--- config.mk ---
export PLATFORM = sky130hd
export DESIGN_NAME = cpu_step_ctrl
export DESIGN_NICKNAME = d
export VERILOG_FILES = /design/src/rtl/cpu_step_ctrl_pkg.sv /design/src/rtl/cpu_step_ctrl_btn_debounce.sv /design/src/rtl/cpu_step_ctrl.sv
export SDC_FILE = /design/constraint.sdc
export NUM_CORES = 1
export LEC_CHECK = 0
export BUFFER_PORTS_ARGS = -buffer_cell sky130_fd_sc_hd__buf_2
export CORE_MARGIN = 4
export CORE_UTILIZATION = 35
export CTS_CLUSTER_DIAMETER = 120
export CTS_CLUSTER_SIZE = 14
export DETAILED_ROUTE_END_ITERATION = 7
export GPL_ROUTABILITY_DRIVEN = 1
export GPL_TIMING_DRIVEN = 1
export PLACE_DENSITY = 0.49
export SLEW_MARGIN = 20
export SYNTH_ARGS = -nofsm -noshare
export SYNTH_HDL_FRONTEND = slang
export SYNTH_SLANG_ARGS = --single-unit
--- constraint.sdc ---
create_clock -name clk -period 5.4 [get_ports clk]
set_input_delay 0.27 -clock clk [delete_from_list [all_inputs] [get_ports clk]]
set_output_delay 0.27 -clock clk [all_outputs]
set_load 0.03 [all_outputs]
--- src/rtl/cpu_step_ctrl_pkg.sv ---
// Shared definitions for the CPU run/step controller: mode encodings and
// the default debounce length for a 100 MHz board clock.
package cpu_step_ctrl_pkg;

    typedef enum logic [1:0] {
        MODE_FULL = 2'b00,
        MODE_DIV  = 2'b01,
        MODE_STEP = 2'b10,
        MODE_HALT = 2'b11
    } mode_t;

    // 10 ms of stable level at 100 MHz
    localparam int DEBOUNCE_100MHZ = 1000000;

endpackage

--- src/rtl/cpu_step_ctrl_btn_debounce.sv ---
// Push-button conditioner: 2-FF synchroniser followed by a stable-count
// filter. The output level only follows the button after it has differed
// from the current level for CYCLES consecutive clocks.
module btn_debounce
    import cpu_step_ctrl_pkg::*;
#(
    parameter int CYCLES = DEBOUNCE_100MHZ
) (
    input  logic clk,
    input  logic rst,
    input  logic btn,
    output logic level
);

    localparam int CW = $clog2(CYCLES);

    logic          sync1;
    logic          sync2;
    logic [CW-1:0] cnt;

    // Bring the raw button into the clock domain
    always_ff @(posedge clk or posedge rst) begin
        if (rst) begin
            sync1 <= 1'b0;
            sync2 <= 1'b0;
        end else begin
            sync1 <= btn;
            sync2 <= sync1;
        end
    end

    // Count consecutive cycles of disagreement; flip the level once the run is long enough
    always_ff @(posedge clk or posedge rst) begin
        if (rst) begin
            cnt   <= '0;
            level <= 1'b0;
        end else if (sync2 == level) begin
            cnt <= '0;
        end else if (cnt == CW'(CYCLES - 1)) begin
            level <= ~level;
            cnt   <= '0;
        end else begin
            cnt <= cnt + 1'b1;
        end
    end

endmodule

--- src/rtl/cpu_step_ctrl.sv ---
// CPU run/step controller. Produces a single-cycle clock enable for a CPU
// that stays on the board clock, in full-speed, divided, single-step or
// halted mode, plus a heartbeat LED and a wrapping count of enables.
module cpu_step_ctrl
    import cpu_step_ctrl_pkg::*;
#(
    parameter int DIV_W           = 28,
    parameter int SEL_W           = 5,
    parameter int DEBOUNCE_CYCLES = DEBOUNCE_100MHZ,
    parameter int CNT_W           = 16
) (
    input  logic             clk,
    input  logic             rst,
    input  logic [1:0]       mode,
    input  logic [SEL_W-1:0] div_sel,
    input  logic             step_btn,
    output logic             cpu_ce,
    output logic             heartbeat,
    output logic [CNT_W-1:0] ce_count,
    output logic             step_level
);

    localparam int SH_W = $clog2(DIV_W + 1);

    logic [1:0]       mode_s1;
    logic [1:0]       mode_s2;
    logic [SEL_W-1:0] sel_s1;
    logic [SEL_W-1:0] sel_s2;

    mode_t            mode_reg;
    mode_t            mode_nxt;
    logic [DIV_W-1:0] div_cnt;
    logic [DIV_W-1:0] div_nxt;
    logic [DIV_W-1:0] reload;
    logic             ce_nxt;
    logic             hb_nxt;
    logic             mode_chg;
    logic             step_prev;
    logic             step_rise;

    // Reload value 2^min(sel, DIV_W) - 1; larger selections clamp to the full counter
    function automatic logic [DIV_W-1:0] period_reload(input logic [SEL_W-1:0] sel);
        logic [SH_W-1:0]  sh;
        logic [DIV_W:0]   pow2;
        if (32'(sel) >= 32'(DIV_W))
            sh = SH_W'(DIV_W);
        else
            sh = SH_W'(sel);
        pow2 = (DIV_W + 1)'(1) << sh;
        return DIV_W'(pow2 - 1'b1);
    endfunction

    btn_debounce #(
        .CYCLES (DEBOUNCE_CYCLES)
    ) u_debounce (
        .clk   (clk),
        .rst   (rst),
        .btn   (step_btn),
        .level (step_level)
    );

    assign reload    = period_reload(sel_s2);
    assign step_rise = step_level & ~step_prev;

    // Synchronise the switches. The mode synchroniser resets to HALT so that a
    // reset release cannot briefly present FULL before the real switch value arrives.
    always_ff @(posedge clk or posedge rst) begin
        if (rst) begin
            mode_s1 <= MODE_HALT;
            mode_s2 <= MODE_HALT;
            sel_s1  <= '0;
            sel_s2  <= '0;
        end else begin
            mode_s1 <= mode;
            mode_s2 <= mode_s1;
            sel_s1  <= div_sel;
            sel_s2  <= sel_s1;
        end
    end

    // Next mode, divider, enable and heartbeat. A mode change costs one dead
    // cycle and drops any step edge seen in that cycle.
    always_comb begin
        mode_chg = (mode_t'(mode_s2) != mode_reg);
        mode_nxt = mode_reg;
        div_nxt  = div_cnt;
        ce_nxt   = 1'b0;
        if (mode_chg) begin
            mode_nxt = mode_t'(mode_s2);
            div_nxt  = reload;
        end else begin
            case (mode_reg)
                MODE_FULL: ce_nxt = 1'b1;
                MODE_DIV: begin
                    if (div_cnt == '0) begin
                        ce_nxt  = 1'b1;
                        div_nxt = reload;
                    end else begin
                        div_nxt = div_cnt - 1'b1;
                    end
                end
                MODE_STEP: ce_nxt = step_rise;
                default:   ce_nxt = 1'b0;
            endcase
        end
        case (mode_nxt)
            MODE_FULL: hb_nxt = 1'b1;
            MODE_HALT: hb_nxt = 1'b0;
            default:   hb_nxt = heartbeat ^ ce_nxt;
        endcase
    end

    // Mode register, divider, registered outputs and step edge history
    always_ff @(posedge clk or posedge rst) begin
        if (rst) begin
            mode_reg  <= MODE_HALT;
            div_cnt   <= '0;
            cpu_ce    <= 1'b0;
            heartbeat <= 1'b0;
            ce_count  <= '0;
            step_prev <= 1'b0;
        end else begin
            mode_reg  <= mode_nxt;
            div_cnt   <= div_nxt;
            cpu_ce    <= ce_nxt;
            heartbeat <= hb_nxt;
            step_prev <= step_level;
            if (ce_nxt)
                ce_count <= ce_count + 1'b1;
        end
    end

endmodule

After elaboration in Yosys (flattened, before gate mapping) --
Index checks and enable logic that the tools add are counted.
Storage, ports and cells: register bits after elaboration 86, input port bits 10, output and inout port bits 19, word-level logic and storage cells 47
Operators by class: $add $sub $neg 4, magnitude comparators 1, eq/ne operators 6, shift-type cells 1, mux-type cells 11, bitwise operators 5, reductions and logical operators 5
Operators by type and width (number):
- two-way mux 28 bit | 3
- subtractor 28 x 1 -> 28 bit (second input constant) | 2
- two-way mux 20 bit | 2
- logical NOT 28 bit | 1
- << shifter 1 x 5 -> 28 bit (first input constant) | 1
- adder 20 x 1 -> 20 bit (second input constant) | 1
- equality test 20 bit (second input constant) | 1
- adder 16 x 1 -> 16 bit (second input constant) | 1
- >= comparator 5 bit (second input constant) | 1
- two-way mux 5 bit | 1
- equality test 2 bit (second input constant) | 2
- logical NOT 2 bit | 2
- NOT 1 bit | 3
- one-hot mux 1 bit (3 select lines) | 1
- equality test 2 x 1 -> 1 bit (second input constant) | 1
- two-way mux 1 bit | 2
- two-way mux 2 bit | 1
- inequality test 2 bit | 1
- one-hot mux 1 bit (2 select lines) | 1
- AND reduction 2 bit | 1
- nonzero test 2 bit | 1
- bitwise AND 1 bit | 1
- equality test 1 bit | 1
- bitwise XOR 1 bit | 1

Depth between registers and ports, before layout --
word-level depth 7, mapped depth 10, depth with buffers taken out 8

Modules after synthesis --
Synthesis repeated with hierarchy kept, for this count alone.
Unflattened totals: cells, all modules 535, area total of the unflattened synthesis 4986.0 sq um
By module, submodules not included:
- cpu_step_ctrl | times used 1, cells an instance 426, area each 3867.5 sq um, sequential area each 1584.0 sq um
- btn_debounce | times used 1, cells an instance 109, area each 1118.6 sq um, sequential area each 575.6 sq um

Least setup slack after synthesis --
Ideal clock, no wire load.
path type reg-to-reg, start point reg div_cnt[12], end point reg div_cnt[5], library setup time 126 ps, data arrival time 2449 ps, required time 5274 ps, path slack 2825 ps, stages on the path, launching flop included 8, path buffers 2, period minus slack after synthesis 2575 ps, cell sequence dfrtp_1 or4_4 or4_4 buf_6 o31ai_1 buf_4 o21ai_1 a221o_1
Between the ends: word-level cells in the longest chain between the ends 4
RTL lines:
- start: declaration | RTL line cpu_step_ctrl.sv:32 | logic [DIV_W-1:0] div_cnt;
- start signal: assignment | RTL line cpu_step_ctrl.sv:124 | div_cnt <= div_nxt;
- logical NOT 28 bit | RTL line cpu_step_ctrl.sv:95 | if (div_cnt == '0) begin
- two-way mux 28 bit | RTL line cpu_step_ctrl.sv:95
- two-way mux 28 bit | RTL line cpu_step_ctrl.sv:92 | case (mode_reg)
- two-way mux 28 bit | RTL line cpu_step_ctrl.sv:88 | if (mode_chg) begin
No other way between the ends. The select of a mux whose other input is x is not followed. A chain may end at the register's enable or synchronous reset.

Worst setup path after layout --
start point reg sel_s2[3], end point reg div_cnt[18]
Between the ends: word-level cells in the longest chain between the ends 7
RTL lines:
- start: declaration | RTL line cpu_step_ctrl.sv:28 | logic [SEL_W-1:0] sel_s2;
- start signal: assignment | RTL line cpu_step_ctrl.sv:77 | sel_s2 <= sel_s1;
- >= comparator 5 bit | RTL line cpu_step_ctrl.sv:45 | if (32'(sel) >= 32'(DIV_W))
- two-way mux 5 bit * | RTL line cpu_step_ctrl.sv:45
- << shifter 1 x 5 -> 28 bit * | RTL line cpu_step_ctrl.sv:49 | pow2 = (DIV_W + 1)'(1) << sh;
- subtractor 28 x 1 -> 28 bit * | RTL line cpu_step_ctrl.sv:50 | return DIV_W'(pow2 - 1'b1);
- two-way mux 28 bit | RTL line cpu_step_ctrl.sv:95
- two-way mux 28 bit | RTL line cpu_step_ctrl.sv:92
- two-way mux 28 bit * | RTL line cpu_step_ctrl.sv:88
Every way passes the cells marked *; elsewhere a longest branch is shown, timed or not. The select of a mux whose other input is x is not followed.

==> impl_metrics.yaml <==
run_status:
  outcome: "completed"
pwr:
  p_leak_nw: 2.28
  p_comb_share_pct: 16.3
  vdd_ir_drop_max_v: 0.000196
  power.switching_w: 0.000524
  swShare_pct: 30.6
  p_int_w: 0.00119
  power_w: 0.00171
  clockPowerShare_pct: 37.6
  power.density_nw_per_um2: 316
  pwr-share-seq_pct: 46.1
drt:
  drtAntennaViolNets: 0
  drcViolationCount: 0
  initialDrtViolationCount: 323
  post_drt_wl_per_cell_um: 16.2
  drt_wl_total_mm: 11.5
  first_pass_iters: 4
  routed_via_density: 5.62
  vias: 4002
global_route:
  gr-usage-all-layers_pct: 15.0
  antenna_found_initial: 0
  grt_overflow_total: 0
  grt_pass1_wl_mm: 19.4
  grt_max_degree: 73
  grt_pass1_vias: 3729
worst_setup_path:
  r2r_slack_ns: 2.38
  critPathCaptureType: "register"
  r2r-start: "sel_s2[3]$_DFF_PP0_"
  worst-path-max-fanout: 23
  crit_required_ns: 5.61
  cpMostUsedCell: "o21ai_0"
  cp_num_buf_inv: 0
  worstReg2RegEnd: "div_cnt[18]$_DFFE_PP0P_"
  path_cells: "nor3_1 > nand2_1 > ha_1 > and2_1 > o21ai_0 > o21ai_0 > a2111oi_0 > a21oi_1"
  path_delay_family: "simple AND/OR/NAND/NOR gates"
  startpoint_type: "register"
  worst-r2r-cell-count: 8
  critPathMaxStageDelay_ns: 0.62
  crit_type: "register to register"
  slowest_stage: "dfrtp_1"
  cp.arrival_ns: 3.23
sta:
  maxSlewViolCount: 0
  clock_skew_ns: 0.00995
  tightest_slew_ns: 1.03
  max_freq_ghz: 0.331
  finalHoldViolCount: 0
  fin_tns_setup_ns: 0
  setup_viol: 0
  layout_min_cycle_time_ns: 3.02
  rsz0062_at_grt: "no"
  layout_setup_ws_ns: 2.38
  relSlewSlack_pct: 31.6
  finalCritPeriodShare_pct: 56.0
  hold_ws_ns: 0.0218
finish:
  layout_common_cells: "dfrtp_1 (80), nor2_1 (52), nand2_1 (38), nand3_1 (29), buf_2 (28)"
  largest_registers: "div_cnt x28, u_debounce.cnt x20, ce_count x16"
  final_common_cell: "dfrtp_1"
  diodes: 0
  final_util_pct: 40.5
  top_register: "div_cnt"
  largest_register_ff_count: 28
  syn_to_final_growth_pct: 11.6
  final_layout_size_suffix_gt1_share_pct: 14.7
  nets: 547
  fillers: 1363
floorplan:
  io_pins: 29
  core-area_um2: 13400
  rows: 42
  dieArea_um2: 15800
  start_util_pct: 36.3
  die_x_um: 126
  fp.dieH_um: 126
synth:
  synth_area_per_cell_um2: 9.29
  ys_seq_area_share_pct: 44.4
  synth_edf_count: 0
  synth_nets: 539
  synthFlopType: "dfrtp_1"
  yosysWarningCount: 0
  syn_inst: 523
  synth_async_sr_flop_share_pct: 100
  synth_cell_types: 65
  synth_area_um2: 4860
  synth_seq_cells: 86
hold_path:
  hold_end: "mode_s1[1]$_DFF_PP1_"
  hp-class: "input port to register"
  worstHoldStart: "mode[1]"
  min_path_cells: 1
placement:
  io_buffers: 28
  hpwl_mm: 7.71
  dp_worst_setup_slack_ns: 2.41
  gp_congestion: 0.788
clocking:
  clkTransAtPathRegs_ns: 0.06
  cts_tree: "done"
  insertion_delay_ns: 0.35
  cts_sinks: 86
  htreeDepth: 3
  cts_root_buf: "clkbuf_16"
  clockBufferDepth: 2
  numCtsBuffers: 9
  cts_setup_buffers: 0
job:
  cap_violations: 0
per-stage QoR:
stage                     instance area, µm²  cells
final                                   5430    712
after global routing                    5430    712
after CTS                               5430    712
after detailed placement                5100    694
after global placement                  5100    694
after floorplan                         4860    523
metal layers:
metal	GRT usage [%]	vias to the layer above	share of wire [%]
met4	6.18	0	1.8
met3	2.67	12	3.1
li1	-	1947	-
met1	22.6	1963	52
met5	0	-	0
met2	21.1	80	43
repair_timing:
item	CTS	global route
endpoints found under the hold margin	15	0
hold buffers	2	0
resized for setup	0	0
endpoints found under the setup margin	0	0
cells in the mapped netlist (all sizes together), types with 5 or more instances:
master	n	area share, %
nand2	38	2.9
nor4b	7	1.5
a21oi	21	2.2
clkbuf	27	2.1
nor4	21	3.2
ha	6	1.5
xnor2	10	1.8
or4	8	1.4
nand3	29	3.0
nor3	25	2.6
or3	6	0.77
or2	6	0.77
a31oi	5	0.64
inv	12	0.93
nand4	13	1.7
xor2	27	4.9
dfstp	6	3.2
buf	11	1.6
mux2i	10	2.1
nor2	52	4.0
o21ai	20	2.1
dfrtp	80	41
a2bb2oi	7	1.3
and2	6	0.77
and3	10	1.3
cell families after synthesis:
logic type,Yosys count,share of synthesized area [%]
AND/OR/NAND/NOR,235,26.2
adder cells (fa/ha/maj),6,1.54
flip-flops,86,44.4
buffers and inverters,50,4.61
multiplexers,12,2.52
XOR/XNOR,37,6.67
AO/OA/AOI/OAI,97,14.0
worst max-delay path by stage:
| stage | cells after the start | end | startpoint |
|---|---|---|---|
| 2_1_floorplan | 7 | div_cnt[5]$_DFFE_PP0P_ | div_cnt[12]$_DFFE_PP0P_ |
| 3_3_place_gp | 6 | div_cnt[17]$_DFFE_PP0P_ | div_cnt[12]$_DFFE_PP0P_ |
| 3_5_place_dp | 6 | div_cnt[17]$_DFFE_PP0P_ | div_cnt[12]$_DFFE_PP0P_ |
| 4_1_cts | 6 | div_cnt[17]$_DFFE_PP0P_ | div_cnt[4]$_DFFE_PP0P_ |
| 5_1_grt | 8 | div_cnt[18]$_DFFE_PP0P_ | sel_s2[4]$_DFF_PP0_ |
| 6_report | 8 | div_cnt[18]$_DFFE_PP0P_ | sel_s2[3]$_DFF_PP0_ |
final cells by class:
cell class,instances,area [µm²],area share (%)
Multi-Input combinational cell,387,2500,46.0
Sequential cell,86,2160,39.8
Clock buffer,10,239,4.40
Tap cell,176,220,4.06
Timing Repair Buffer,35,198,3.64
Clock inverter,6,66.3,1.22
Inverter,12,46.3,0.853
worst register-to-register path, cell delays in order, from the launching register on:
cell and delay, ns:
dfrtp_1 0.62, nor3_1 0.51, nand2_1 0.17, ha_1 0.48, and2_1 0.35, o21ai_0 0.16
o21ai_0 0.09, a2111oi_0 0.43, a21oi_1 0.07
power by group through the flow:
stage               clock network (W)  registers (W)  logic, W
global placement                    0       0.000798  0.000279
finish                       0.000643       0.000790  0.000279
global route                 0.000700       0.000802  0.000315
CTS                          0.000672       0.000789  0.000283
floorplan                           0       0.000805  0.000193
detailed placement                  0       0.000800  0.000282
(Power assumes the default switching activity.)
